## config.mk

```make
export PLATFORM = sky130hd
export DESIGN_NAME = mux_n_rr_flat
export DESIGN_NICKNAME = d
export VERILOG_FILES = /design/src/rtl/mux_n_rr_pkg.sv /design/src/rtl/mux_n_rr_if.sv /design/src/rtl/mux_n_rr_rr_arbiter.sv /design/src/rtl/mux_n_rr.sv /design/src/flat_wrapper.sv
export SDC_FILE = /design/constraint.sdc
export NUM_CORES = 1
export LEC_CHECK = 0
export CAP_MARGIN = 20
export CORE_AREA = 2 2 65 67
export CTS_BUF_LIST = sky130_fd_sc_hd__clkbuf_4 sky130_fd_sc_hd__clkbuf_8
export DETAILED_ROUTE_END_ITERATION = 8
export DIE_AREA = 0 0 67 69
export DONT_BUFFER_PORTS = 1
export GPL_ROUTABILITY_DRIVEN = 0
export GPL_TIMING_DRIVEN = 0
export PLACE_DENSITY = 0.7
export SLEW_MARGIN = 0
export SYNTH_ARGS = -nofsm -noshare
export SYNTH_HDL_FRONTEND = slang
export SYNTH_SLANG_ARGS = --single-unit
export TNS_END_PERCENT = 100
```

## constraint.sdc

```tcl
create_clock -name clk -period 2.6 [get_ports clk]
set_input_delay 0.26 -clock clk [delete_from_list [all_inputs] [get_ports clk]]
set_output_delay 0.26 -clock clk [all_outputs]
set_load 0.03 [all_outputs]
```

## src/rtl/mux_n_rr_pkg.sv

```systemverilog
// ============================================================================
// Module      : mux_pkg
// Description : Shared mode encoding and modulo index helper for mux_n_rr.
// Revision    : 1.0 - initial release
// ============================================================================
`default_nettype none

package mux_pkg;

  typedef enum logic {
    MODE_FIXED = 1'b0,
    MODE_RR    = 1'b1
  } mux_mode_e;

  // Wraps to zero after the last channel, so non-power-of-2 counts work.
  function automatic int unsigned next_idx(input int unsigned idx,
                                           input int unsigned channels);
    return ((idx + 32'd1) >= channels) ? 32'd0 : (idx + 32'd1);
  endfunction

endpackage

`default_nettype wire

```

## src/rtl/mux_n_rr_if.sv

```systemverilog
// ============================================================================
// Module      : mux_n_rr_if
// Description : Stream bundle for mux_n_rr: N input channels, one output.
// Revision    : 1.0 - initial release
// ============================================================================
`default_nettype none

interface mux_n_rr_if #(
  parameter int unsigned WIDTH    = 21,
  parameter int unsigned CHANNELS = 4
);
  localparam int unsigned SEL_W = $clog2(CHANNELS);

  logic [CHANNELS*WIDTH-1:0] in_data;
  logic [CHANNELS-1:0]       in_valid;
  logic [CHANNELS-1:0]       in_ready;
  logic [WIDTH-1:0]          out_data;
  logic [SEL_W-1:0]          out_ch;
  logic                      out_valid;
  logic                      out_ready;

  // Producers/consumer side
  modport master (
    output in_data,
    output in_valid,
    input  in_ready,
    input  out_data,
    input  out_ch,
    input  out_valid,
    output out_ready
  );

  // Multiplexer side
  modport slave (
    input  in_data,
    input  in_valid,
    output in_ready,
    output out_data,
    output out_ch,
    output out_valid,
    input  out_ready
  );

endinterface

`default_nettype wire

```

## src/rtl/mux_n_rr_rr_arbiter.sv

```systemverilog
// ============================================================================
// Module      : rr_arbiter
// Description : Combinational round-robin search starting at ptr+1.
// Revision    : 1.0 - initial release
// ============================================================================
`default_nettype none

module rr_arbiter
  import mux_pkg::*;
#(
  parameter  int unsigned CHANNELS = 4,
  localparam int unsigned SEL_W    = $clog2(CHANNELS)
) (
  input  wire logic [CHANNELS-1:0] req,
  input  wire logic [SEL_W-1:0]    ptr,
  input  wire logic                en,
  output logic      [SEL_W-1:0]    grant_idx,
  output logic                     grant_vld
);

  logic [SEL_W-1:0] w_idx;

  // Visits ptr+1 .. ptr (wrapping), so ptr itself has lowest priority.
  always_comb begin
    w_idx     = ptr;
    grant_idx = '0;
    grant_vld = 1'b0;
    for (int unsigned k = 0; k < CHANNELS; k++) begin
      w_idx = SEL_W'(next_idx(32'(w_idx), CHANNELS));
      if (en && !grant_vld && req[w_idx]) begin
        grant_vld = 1'b1;
        grant_idx = w_idx;
      end
    end
  end

endmodule

`default_nettype wire

```

## src/rtl/mux_n_rr.sv

```systemverilog
// ============================================================================
// Module      : mux_n_rr
// Description : Registered N-to-1 stream mux, fixed-index or round-robin.
// Revision    : 1.0 - initial release
// ============================================================================
`default_nettype none

module mux_n_rr
  import mux_pkg::*;
#(
  parameter  int unsigned WIDTH    = 21,
  parameter  int unsigned CHANNELS = 4,
  localparam int unsigned SEL_W    = $clog2(CHANNELS)
) (
  input  wire logic             clk,
  input  wire logic             rst,
  input  wire logic             mode,
  input  wire logic [SEL_W-1:0] sel,
  mux_n_rr_if.slave             bus
);

  localparam logic [SEL_W-1:0] c_ptr_rst = SEL_W'(CHANNELS - 1);

  logic                r_out_valid;
  logic [WIDTH-1:0]    r_out_data;
  logic [SEL_W-1:0]    r_out_ch;
  logic [SEL_W-1:0]    r_ptr;

  mux_mode_e           w_mode;
  logic                w_load;
  logic                w_fix_vld;
  logic                w_rr_vld;
  logic [SEL_W-1:0]    w_rr_idx;
  logic                w_grant_vld;
  logic [SEL_W-1:0]    w_grant_idx;
  logic                w_xfer;
  logic [CHANNELS-1:0] w_ready;
  logic [WIDTH-1:0]    w_data;

  assign w_mode    = mux_mode_e'(mode);
  assign w_load    = !r_out_valid || bus.out_ready;
  assign w_fix_vld = (32'(sel) < CHANNELS) && bus.in_valid[sel];

  rr_arbiter #(
    .CHANNELS (CHANNELS)
  ) u_arb (
    .req       (bus.in_valid),
    .ptr       (r_ptr),
    .en        (w_mode == MODE_RR),
    .grant_idx (w_rr_idx),
    .grant_vld (w_rr_vld)
  );

  always_comb begin
    w_grant_vld = 1'b0;
    w_grant_idx = '0;
    case (w_mode)
      MODE_FIXED: begin
        w_grant_vld = w_fix_vld;
        w_grant_idx = sel;
      end
      MODE_RR: begin
        w_grant_vld = w_rr_vld;
        w_grant_idx = w_rr_idx;
      end
      default: begin
        w_grant_vld = 1'b0;
        w_grant_idx = '0;
      end
    endcase
  end

  // Reset gates the transfer so nothing is offered while rst is high.
  assign w_xfer = w_load && w_grant_vld && !rst;

  always_comb begin
    w_ready = '0;
    w_data  = '0;
    for (int unsigned i = 0; i < CHANNELS; i++) begin
      w_ready[i] = w_xfer && (w_grant_idx == SEL_W'(i));
      if (w_grant_idx == SEL_W'(i)) begin
        w_data = bus.in_data[i*WIDTH +: WIDTH];
      end
    end
  end

  always_ff @(posedge clk or posedge rst) begin
    if (rst) begin
      r_out_valid <= 1'b0;
      r_out_data  <= '0;
      r_out_ch    <= '0;
      r_ptr       <= c_ptr_rst;
    end else if (w_xfer) begin
      r_out_valid <= 1'b1;
      r_out_data  <= w_data;
      r_out_ch    <= w_grant_idx;
      r_ptr       <= w_grant_idx;
    end else if (bus.out_ready) begin
      r_out_valid <= 1'b0;
    end
  end

  assign bus.in_ready  = w_ready;
  assign bus.out_data  = r_out_data;
  assign bus.out_ch    = r_out_ch;
  assign bus.out_valid = r_out_valid;

endmodule

`default_nettype wire

```

## src/flat_wrapper.sv

```systemverilog
// flat-port wrapper written by rule: the top's interface ports become plain ports
module mux_n_rr_flat import mux_pkg::*;
#(
  parameter  int unsigned WIDTH    = 21,
  parameter  int unsigned CHANNELS = 4,
  localparam int unsigned SEL_W    = $clog2(CHANNELS)
)
  (clk, rst, mode, sel, bus_in_data, bus_in_valid, bus_in_ready, bus_out_data, bus_out_ch, bus_out_valid, bus_out_ready);
  mux_n_rr_if #(.WIDTH(WIDTH), .CHANNELS(CHANNELS)) bus_i ();
  input  wire logic clk;
  input  wire logic rst;
  input  wire logic mode;
  input  wire logic [SEL_W-1:0] sel;
  input wire logic [$bits(bus_i.in_data)-1:0] bus_in_data;
  input wire logic [$bits(bus_i.in_valid)-1:0] bus_in_valid;
  output wire logic [$bits(bus_i.in_ready)-1:0] bus_in_ready;
  output wire logic [$bits(bus_i.out_data)-1:0] bus_out_data;
  output wire logic [$bits(bus_i.out_ch)-1:0] bus_out_ch;
  output wire logic [$bits(bus_i.out_valid)-1:0] bus_out_valid;
  input wire logic [$bits(bus_i.out_ready)-1:0] bus_out_ready;
  assign bus_i.in_data = bus_in_data;
  assign bus_i.in_valid = bus_in_valid;
  assign bus_in_ready = bus_i.in_ready;
  assign bus_out_data = bus_i.out_data;
  assign bus_out_ch = bus_i.out_ch;
  assign bus_out_valid = bus_i.out_valid;
  assign bus_i.out_ready = bus_out_ready;
  mux_n_rr #(.WIDTH(WIDTH), .CHANNELS(CHANNELS)) u_core (.clk(clk), .rst(rst), .mode(mode), .sel(sel), .bus(bus_i));
endmodule
```

# After elaboration in Yosys (flattened, before gate mapping)
# Cells that the tools add are included.
[word_totals]
output_inout_bits = 28
regBits = 26
input_bits = 94
wordCells = 72
[op_classes]
n_eq_ne = 3
bitwise = 1
muxes = 30
order_cmp = 9
add_sub_neg = 4
n_reduce_logical = 21
[ops]
columns = ["operator", "n"]
rows = [
  ["two-way mux 21 bit", 4],
  ["two-way mux 2 bit", 8],
  ["less-than comparator 2 x 3 -> 1 bit (second input constant)", 5],
  ["logical AND 1 bit", 13],
  ["adder 2 x 1 -> 3 bit (second input constant)", 4],
  [">= comparator 3 bit (second input constant)", 4],
  ["two-way mux 1 bit", 11],
  ["binary-select mux 1 bit (select 2 bit)", 5],
  ["zero test 1 bit", 5],
  ["== test 2 bit (second input constant)", 2],
  ["one-hot mux 2 bit (2 select lines)", 1],
  ["== test 2 x 1 -> 1 bit (second input constant)", 1],
  ["zero test 2 bit", 1],
  ["one-hot mux 1 bit (2 select lines)", 1],
  ["nonzero test 2 bit", 1],
  ["logical OR 1 bit", 1],
  ["NOT 1 bit", 1],
]

# Longest topological paths before layout
# Gate-level depths: netlist of run 1.
[depth]
ltp_word = 25
ltp_mapped = 11
ltp_nobuf = 7

# Cells and area by module
# From an unflattened synthesis of run 1, not the netlist that was laid out.
[unflattened]
cells_unflattened = 211
area_unflattened_um2 = 1764.2
[modules_own_cells]
columns = ["module", "instances", "cells_each", "seq_area_each_um2", "area_per_inst_um2"]
rows = [
  ["mux_n_rr", 1, 192, 653.1, 1645.3],
  ["rr_arbiter", 1, 19, 0.0, 118.9],
]

# Worst setup path after synthesis of run 1
# No wires, ideal clock.
[synth_timing]
path_type = "register to output"
start = "register u_core.r_ptr[0]"
end = "output bus_in_ready[3]"
stages_incl_launch_ff = 11
slack_ns = -0.835
t_arrival_ns = 3.175
cell_sequence = "dfstp_2 -> ha_1 -> buf_4 -> or3b_2 -> a211o_1 -> a21oi_1 -> nor3_1 -> or3_1 -> buf_2 -> buf_6 -> a211oi_1"
[synth_between]
elab_chain_len = 23
[synth_lines]
columns = ["item", "line_no", "text"]
rows = [
  ["from (decl)", "mux_n_rr.sv:27", "logic [SEL_W-1:0] r_ptr;"],
  ["from (signal assigned)", "mux_n_rr.sv:92", "r_ptr <= c_ptr_rst;"],
  ["from (signal assigned)", "mux_n_rr.sv:97", "r_ptr <= w_grant_idx;"],
  ["adder 2 x 1 -> 3 bit *", "mux_n_rr_pkg.sv:18", "return ((idx + 32'd1) >= channels) ? 32'd0 : (idx + 32'd1);"],
  [">= comparator 3 bit", "mux_n_rr_pkg.sv:18", ""],
  ["two-way mux 2 bit *", "mux_n_rr_pkg.sv:18", ""],
  ["parallel branches: the longest is 19 deep, another holds adder 2 x 1 -> 3 bit", "--", ""],
  ["logical AND 1 bit *", "mux_n_rr.sv:80", "w_ready[i] = w_xfer && (w_grant_idx == SEL_W'(i));"],
  ["to (decl)", "flat_wrapper.sv:16", "output wire logic [$bits(bus_i.in_ready)-1:0] bus_in_ready;"],
]
# Mark *: on every way between the ends. The select of a mux whose other input is x is not followed.

# Worst setup path in the final report of run 1
[layout_timing]
start = "register u_core.r_ptr[1]"
end = "output bus_in_ready[3]"
# The elaborated chain is that of the path after synthesis.

==> results of run 1 <==
## area by class of cell
cell class / count / area (µm²)
Fill cell: 283 / 1080
Buffer: 19 / 180
Multi-Input combinational cell: 151 / 1540
Clock inverter: 1 / 30.0
Tap cell: 50 / 62.6
Sequential cell: 26 / 653
Clock buffer: 3 / 41.3
Inverter: 4 / 15.0
Timing Repair Buffer: 22 / 317
## kinds of logic (layout without fill, tap and decap cells)
| logic type | Yosys count | in the layout | share of synthesized area |
|---|---|---|---|
| compound gates | 43 | 43 | 0.209 |
| xor+xnor | 2 | 2 | 0.00853 |
| fa+ha+maj | 1 | 1 | 0.00609 |
| buf+inv | 25 | 49 | 0.0792 |
| flops | 26 | 26 | 0.318 |
| mux | 49 | 49 | 0.247 |
| simple gates | 56 | 56 | 0.132 |
## cell usage in the layout (no fill, tap or decap), types with 4 or more instances in the layout
cell / count
nand2_1: 25
dfrtp_1: 24
mux2i_1: 23
o221ai_2: 16
mux2i_2: 11
mux2i_4: 11
buf_12: 10
nor2_1: 8
buf_4: 8
clkbuf_1: 5
buf_2: 5
o221ai_1: 5
inv_1: 4
buf_6: 4
## sequential cells by signal, indices dropped and copies added, names as in the netlist
name,count
u_core.r_ptr,2
u_core.bus.out_ch,2
u_core.bus.out_data,21
u_core.bus.out_valid,1
## metrics by stage
step	power [mW]	TNS, ps	util
final	3.73	-7770	0.724
after global routing	3.91	-9890	0.724
after CTS	3.49	-8110	0.677
after detailed placement	2.63	-10460	0.558
after global placement	2.56	-9040	0.558
after floorplan	2.35	-4320	-
## worst min-delay path by stage
stage | start | endpoint | slack (ps)
2_1_floorplan | rst | u_core.bus.out_ch[0] | 300
3_3_place_gp | rst | u_core.bus.out_valid | 420
3_5_place_dp | rst | u_core.bus.out_data[10] | 450
4_1_cts | rst | u_core.bus.out_data[13] | 140
5_1_grt | bus_in_data[64] | u_core.bus.out_data[1] | 190
6_report | bus_in_data[64] | u_core.bus.out_data[1] | 180
## metal layers
| layer | vias up | track usage | share of wire |
|---|---|---|---|
| met2 | 116 | 0.476 | 0.53 |
| met1 | 901 | 0.326 | 0.37 |
| met3 | 12 | 0.0701 | 0.079 |
| met5 | - | 0 | 0 |
| li1 | 819 | - | - |
| met4 | 0 | 0.0590 | 0.014 |
## power by group
group / total (mW) / switching (mW) / internal [mW]
Sequential: 1.10 / 0.499 / 0.597
Combinational: 2.28 / 1.03 / 1.25
Clock: 0.346 / 0.140 / 0.206
## critical path: cells and delay by family, from the launching register on
| kind | cells | cell delay, ps |
|---|---|---|
| AO/OA/AOI/OAI | 3 | 840 |
| adder cells (fa/ha/maj) | 1 | 230 |
| buffers and inverters | 1 | 140 |
| flip-flops | 1 | 570 |
| AND/OR/NAND/NOR | 3 | 830 |
## timing repair
action | in CTS | in global routing
gates cloned | 3 | 0
buffers inserted | 15 | 4
resized for setup | 43 | 28
hold buffers | 0 | 1
pin swaps | 13 | 12
endpoints found under the setup margin | 25 | 28
endpoints found under the hold margin | 0 | 2
==> results.tsv, run 1 <==
stage	metric	value	unit
sta	holdWs	184	ps
clocking	clock-root-buffer	clkbuf_8	
synthesis	synth_edf_count	0	
critical_path	criticalPathCategory	reg2out	
synthesis	syn_area	2050	µm²
critical_path	cp-startpoint	u_core.r_ptr[1]	
sta	final.setup.worst_slack	-528	ps
grt	grt_pass1_wl	9.78	mm
critical_path	critPathSlowestCell	dfstp_2	
synthesis	avgSynthCellArea	10.2	µm²
grt	grt_use_total	0.271	
outcome	status	finished, violations left	
floorplanning	die_w	67	µm
routing	wirelength	6.49	mm
routing	avgRoutedWirePerCell	23.5	µm
routing	antenna_left	0	
clocking	clkLatencyLatePin	280	ps
critical_path	r2r-start	u_core.r_ptr[1]	
critical_path	worstPathCellList	ha_4, or3b_4, a211o_1, a21oi_2, nor3_2, or3_4, buf_12, a211oi_4	
final_layout	finalNonFillerCells	276	
grt	first_global_vias	1954	
synthesis	synthTopCellsByCount	mux2i_1 (45), nand2_1 (27), dfrtp_1 (24)	
critical_path	crit_fanout	5	
grt	overflow	0	
placement	post-place-ws	-520	ps
critical_path	crit_path_start_kind	flop	
floorplanning	dieHeight	69	µm
clocking	cts_buffers	3	
synthesis	syn_nets	297	
min_path	hp-class	in2reg	
routing	drc	0	
sta	hold_viol	0	
sta	slew_viol_final	0	
synthesis	synth_area_leaders	dfrtp_1 (29%), mux2i_1 (22%), o221ai_2 (9.5%)	
final_layout	diodes	0	
critical_path	worst_ep_required_time	2340	ps
floorplanning	initial_core_util	0.525	
synthesis	yosys.cell_types.count	49	
sta	fin_crit	3130	ps
final_layout	drive_gt1_frac	0.442	
floorplanning	rows	23	
outcome	violations	negative setup slack	
flow_run	maxCapViolCount	0	
final_layout	area_growth	38.1	%
floorplanning	core_area	3910	µm²
sta	fmax	320	MHz
routing	drtIter0Drc	81	
critical_path	r2r_cells	11	
placement	place_inst	252	
floorplanning	ioPinCount	122	
synthesis	synth.yosys.seq_area_share	0.318	
synthesis	synth-seq-cells	26	
routing	drtPass1Iterations	7	
power	power.density	1310	nW/µm²
critical_path	cp.arrival	2870	ps
critical_path	crit_path_end	bus_in_ready[3]	
placement	place_area	2180	µm²
critical_path	crit_path_max_incr_delay	570	ps
sta	finalClockSkew	10.7	ps
routing	num_vias	1848	
sta	final-setup-viol-count	27	
synthesis	async_flop_share	1.00	
clocking	clock_path_buffers	2	
min_path	holdPathStages	2	
critical_path	endpoint_kind	output pin	
synthesis	yosysWarningCount	0	
clocking	numClockSinks	26	
critical_path	timing.rr.end	u_core.bus.out_data[6]	
synthesis	synth-main-ff-cell	dfrtp_1	
clocking	cts_tree	built	
sta	worstMarginPinSlew	769	ps
synthesis	synth_most_common_cell	mux2i_1	
synthesis	syn_inst	202	
placement	io_buffers	0	
final_layout	final_cell_area	2840	µm²
synthesis	synth.top_cell.area_share	0.293	
placement	hpwl	4.19	mm
sta	rsz0062_at_grt	yes	
synthesis	synth_top_area_cell	dfrtp_1	
grt	antenna_found_initial	0	
power	leakagePower	1.13	nW
final_layout	fin_nets	322	
routing	viasPerCell	6.70	
grt	grt_max_degree	27	
floorplanning	die_area	4620	µm²
clocking	htree_levels	1	
power	vdd_drop_max	669	µV
clocking	clk_pin_slew	100	ps
critical_path	reg2reg_slack	-400	ps
sta	timing.final.crit_share	1.20	
sta	maxSlewHeadroom	0.484	
Power figures use the tool's default switching activity.
==> run 2: changes to the inputs <==
--- a/config.mk
+++ b/config.mk
@@ -5,15 +5,16 @@
 export SDC_FILE = /design/constraint.sdc
 export NUM_CORES = 1
 export LEC_CHECK = 0
+export ABC_AREA = 1
 export CAP_MARGIN = 20
-export CORE_AREA = 2 2 65 67
+export CORE_AREA = 2 2 64 66
 export CTS_BUF_LIST = sky130_fd_sc_hd__clkbuf_4 sky130_fd_sc_hd__clkbuf_8
 export DETAILED_ROUTE_END_ITERATION = 8
-export DIE_AREA = 0 0 67 69
+export DIE_AREA = 0 0 66 68
 export DONT_BUFFER_PORTS = 1
 export GPL_ROUTABILITY_DRIVEN = 0
 export GPL_TIMING_DRIVEN = 0
-export PLACE_DENSITY = 0.7
+export PLACE_DENSITY = 0.71
 export SLEW_MARGIN = 0
 export SYNTH_ARGS = -nofsm -noshare
 export SYNTH_HDL_FRONTEND = slang
==> run 2 against run 1 <==
Effect of this change:
- the flow now finishes without violations
- routed wire length down 11%
- design area down 15%
- first-iteration DRC count up 41%
- global-route usage down 2.1 points
- combinational power up 14%
- critical endpoint is now bus_in_ready[0]
==> results.tsv, run 2 <==
stage	metric	value	unit
outcome	status	finished, final reports clean	
synthesis	synth_top_area_cell	dfrtp_1	
critical_path	endpoint_kind	output pin	
sta	worstMarginPinSlew	465	ps
final_layout	drive_gt1_frac	0.222	
min_path	hp-class	in2reg	
final_layout	area_growth	20.0	%
sta	final-setup-viol-count	0	
floorplanning	initial_core_util	0.518	
critical_path	cp.buffers_inverters	3	
routing	drc	0	
critical_path	critPathSlowestCell	dfstp_2	
critical_path	crit_fanout	11	
floorplanning	die_w	66	µm
grt	grt_pass1_wl	8.56	mm
critical_path	criticalPathCategory	reg2out	
final_layout	fin_util	0.621	
final_layout	most-common-layout-cells	nand2_1 (118), nand3_1 (43), dfrtp_1 (24)	
synthesis	synth-seq-cells	26	
clocking	clock-root-buffer	clkbuf_8	
grt	grt_use_total	0.250	
synthesis	synthTopCellsByCount	nand2_1 (126), nand3_1 (48), dfrtp_1 (24)	
clocking	numClockSinks	26	
critical_path	cp.arrival	2300	ps
synthesis	synth_area_leaders	dfrtp_1 (30%), nand2_1 (24%), nand3_1 (12%)	
critical_path	r2r_cells	14	
synthesis	synth-main-ff-cell	dfrtp_1	
floorplanning	die_area	4490	µm²
critical_path	crit_path_start_kind	flop	
power	comb_power_share	0.659	
synthesis	synth_edf_count	0	
routing	antenna_left	0	
routing	drtIter0Drc	114	
grt	busiest_layer	met2	
synthesis	synth.top_cell.area_share	0.301	
clocking	cts_tree	built	
synthesis	syn_inst	311	
final_layout	diodes	0	
synthesis	syn_nets	406	
sta	holdWs	93.4	ps
grt	use_met1	0.315	
placement	io_buffers	0	
final_layout	mostFrequentLayoutCell	nand2_1	
routing	avgRoutedWirePerCell	15.5	µm
routing	num_vias	2079	
grt	grt.met3_usage	0.0576	
floorplanning	dieHeight	68	µm
synthesis	synth_most_common_cell	nand2_1	
power	switching_share	0.561	
sta	maxSlewHeadroom	0.690	
sta	fin_crit	2560	ps
routing	wirelength	5.80	mm
floorplanning	core_area	3860	µm²
grt	grt_max_degree	28	
clocking	clkLatencyLatePin	260	ps
routing	viasPerCell	5.54	
power	clkPwrFrac	0.065	
clocking	clk_pin_slew	90	ps
clocking	htree_levels	1	
synthesis	synth.yosys.seq_area_share	0.327	
flow_run	maxCapViolCount	0	
critical_path	crit_path_max_incr_delay	580	ps
routing	drtPass1Iterations	4	
grt	grt_use_met2	0.439	
power	vdd_drop_max	850	µV
sta	slew_viol_final	0	
power	p_switching	2.20	mW
critical_path	path_delay_family	simple AND/OR/NAND/NOR gates	
power	intPower	1.72	mW
sta	fmax	390	MHz
clocking	clock_path_buffers	2	
sta	hold_viol	0	
clocking	cts_buffers	3	
final_layout	seqCellArea	653	µm²
power	seq_power_share	0.275	
synthesis	yosysWarningCount	0	
synthesis	syn_area	2000	µm²
placement	hpwl	4.36	mm
grt	antenna_found_initial	0	
final_layout	largest_reg_flops	21	
sta	timing.final.crit_share	0.985	
floorplanning	rows	23	
power	leakagePower	1.21	nW
sta	rsz0062_at_grt	yes	
grt	first_global_vias	1866	
floorplanning	ioPinCount	122	
critical_path	worst_ep_required_time	2340	ps
grt	overflow	0	
power	power	3.93	mW
min_path	holdPathStages	1	
synthesis	avgSynthCellArea	6.42	µm²
final_layout	multi_input_area	1290	µm²
sta	finalClockSkew	1.07	ps
power	power.density	1640	nW/µm²
final_layout	fill_cells	368	
synthesis	async_flop_share	1.00	
critical_path	cp_num_cells	11	
critical_path	worstPathCellList	ha_4, inv_4, nand2_4, nand3_2, nand2_2, nand3_1, nand2_1, inv_2, nand4_4, buf_6, nor3_4	
final_layout	fin_nets	421	
synthesis	yosys.cell_types.count	27	
run 2: changes by cell type in the layout (fill, tap and decap cells not counted), sizes merged, moves of 6 or more:
cell	change
nand3	+49
inv	+21
or2	+7
clkbuf	-6
o221ai	-21
buf	-10
nand2	+101
mux2i	-45
o21ai	+29
nand4	+7
run 2: cells by family after synthesis:
kind of cell,count (synthesis),synth area share
AOI/OAI and AO/OA,34,0.0877
and+or+nand+nor,210,0.482
DFF,26,0.327
buffers and inverters,40,0.0965
adders and majority gates,1,0.00626
run 2: metrics by stage:
step	setup TNS, ps	cells	area, µm²	setup slack, ps
finish	0	375	2400	38.5
detailed placement	-924	361	2070	-316
global route	-116	375	2400	-37.1
CTS	0	370	2290	6.64
global placement	-763	361	2070	-281
floorplan	0	311	2000	38.7
run 2: area by class of cell:
class	instances	area share
clock buffers	4	0.0230
inverters	26	0.0444
repair buffers	13	0.0501
plain buffers	11	0.0444
flip-flops and latches	26	0.273
multi-input cells	245	0.539
well taps	50	0.0261
run 2: routing by layer:
| metal | vias up | wire (µm) |
|---|---|---|
| li1 | 1030 | - |
| met4 | 0 | 89 |
| met3 | 8 | 499 |
| met2 | 89 | 2880 |
| met1 | 952 | 2320 |
| met5 | - | 0 |
run 2: power groups by stage:
stage | logic, mW | registers, mW | clock network (mW)
floorplan | 1.64 | 1.04 | 0
global placement | 2.03 | 1.09 | 0
detailed placement | 2.06 | 1.09 | 0
CTS | 2.40 | 1.08 | 0.260
global route | 2.87 | 1.10 | 0.275
finish | 2.59 | 1.08 | 0.256
run 2: path summary, 6_finish.rpt:
| kind | start | end | slack [ps] |
|---|---|---|---|
| min reg2reg | u_core.r_ptr[1] | u_core.r_ptr[1] | 500 |
| max | u_core.r_ptr[0] | bus_in_ready[0] | 40 |
| max reg2reg | u_core.r_ptr[0] | u_core.bus.out_data[17] | 160 |
| max in group asynchronous | rst | u_core.bus.out_data[20] | 1920 |
| min in group asynchronous | rst | u_core.bus.out_data[18] | 540 |
| min | bus_out_ready | u_core.bus.out_valid | 90 |
run 2: timing repair:
item,4_1_cts,5_1_grt
gates resized for setup,33,17
pin swaps,11,15
buffers inserted,7,4
setup endpoints to repair,12,13
hold buffers,0,2
endpoints found under the hold margin,0,24
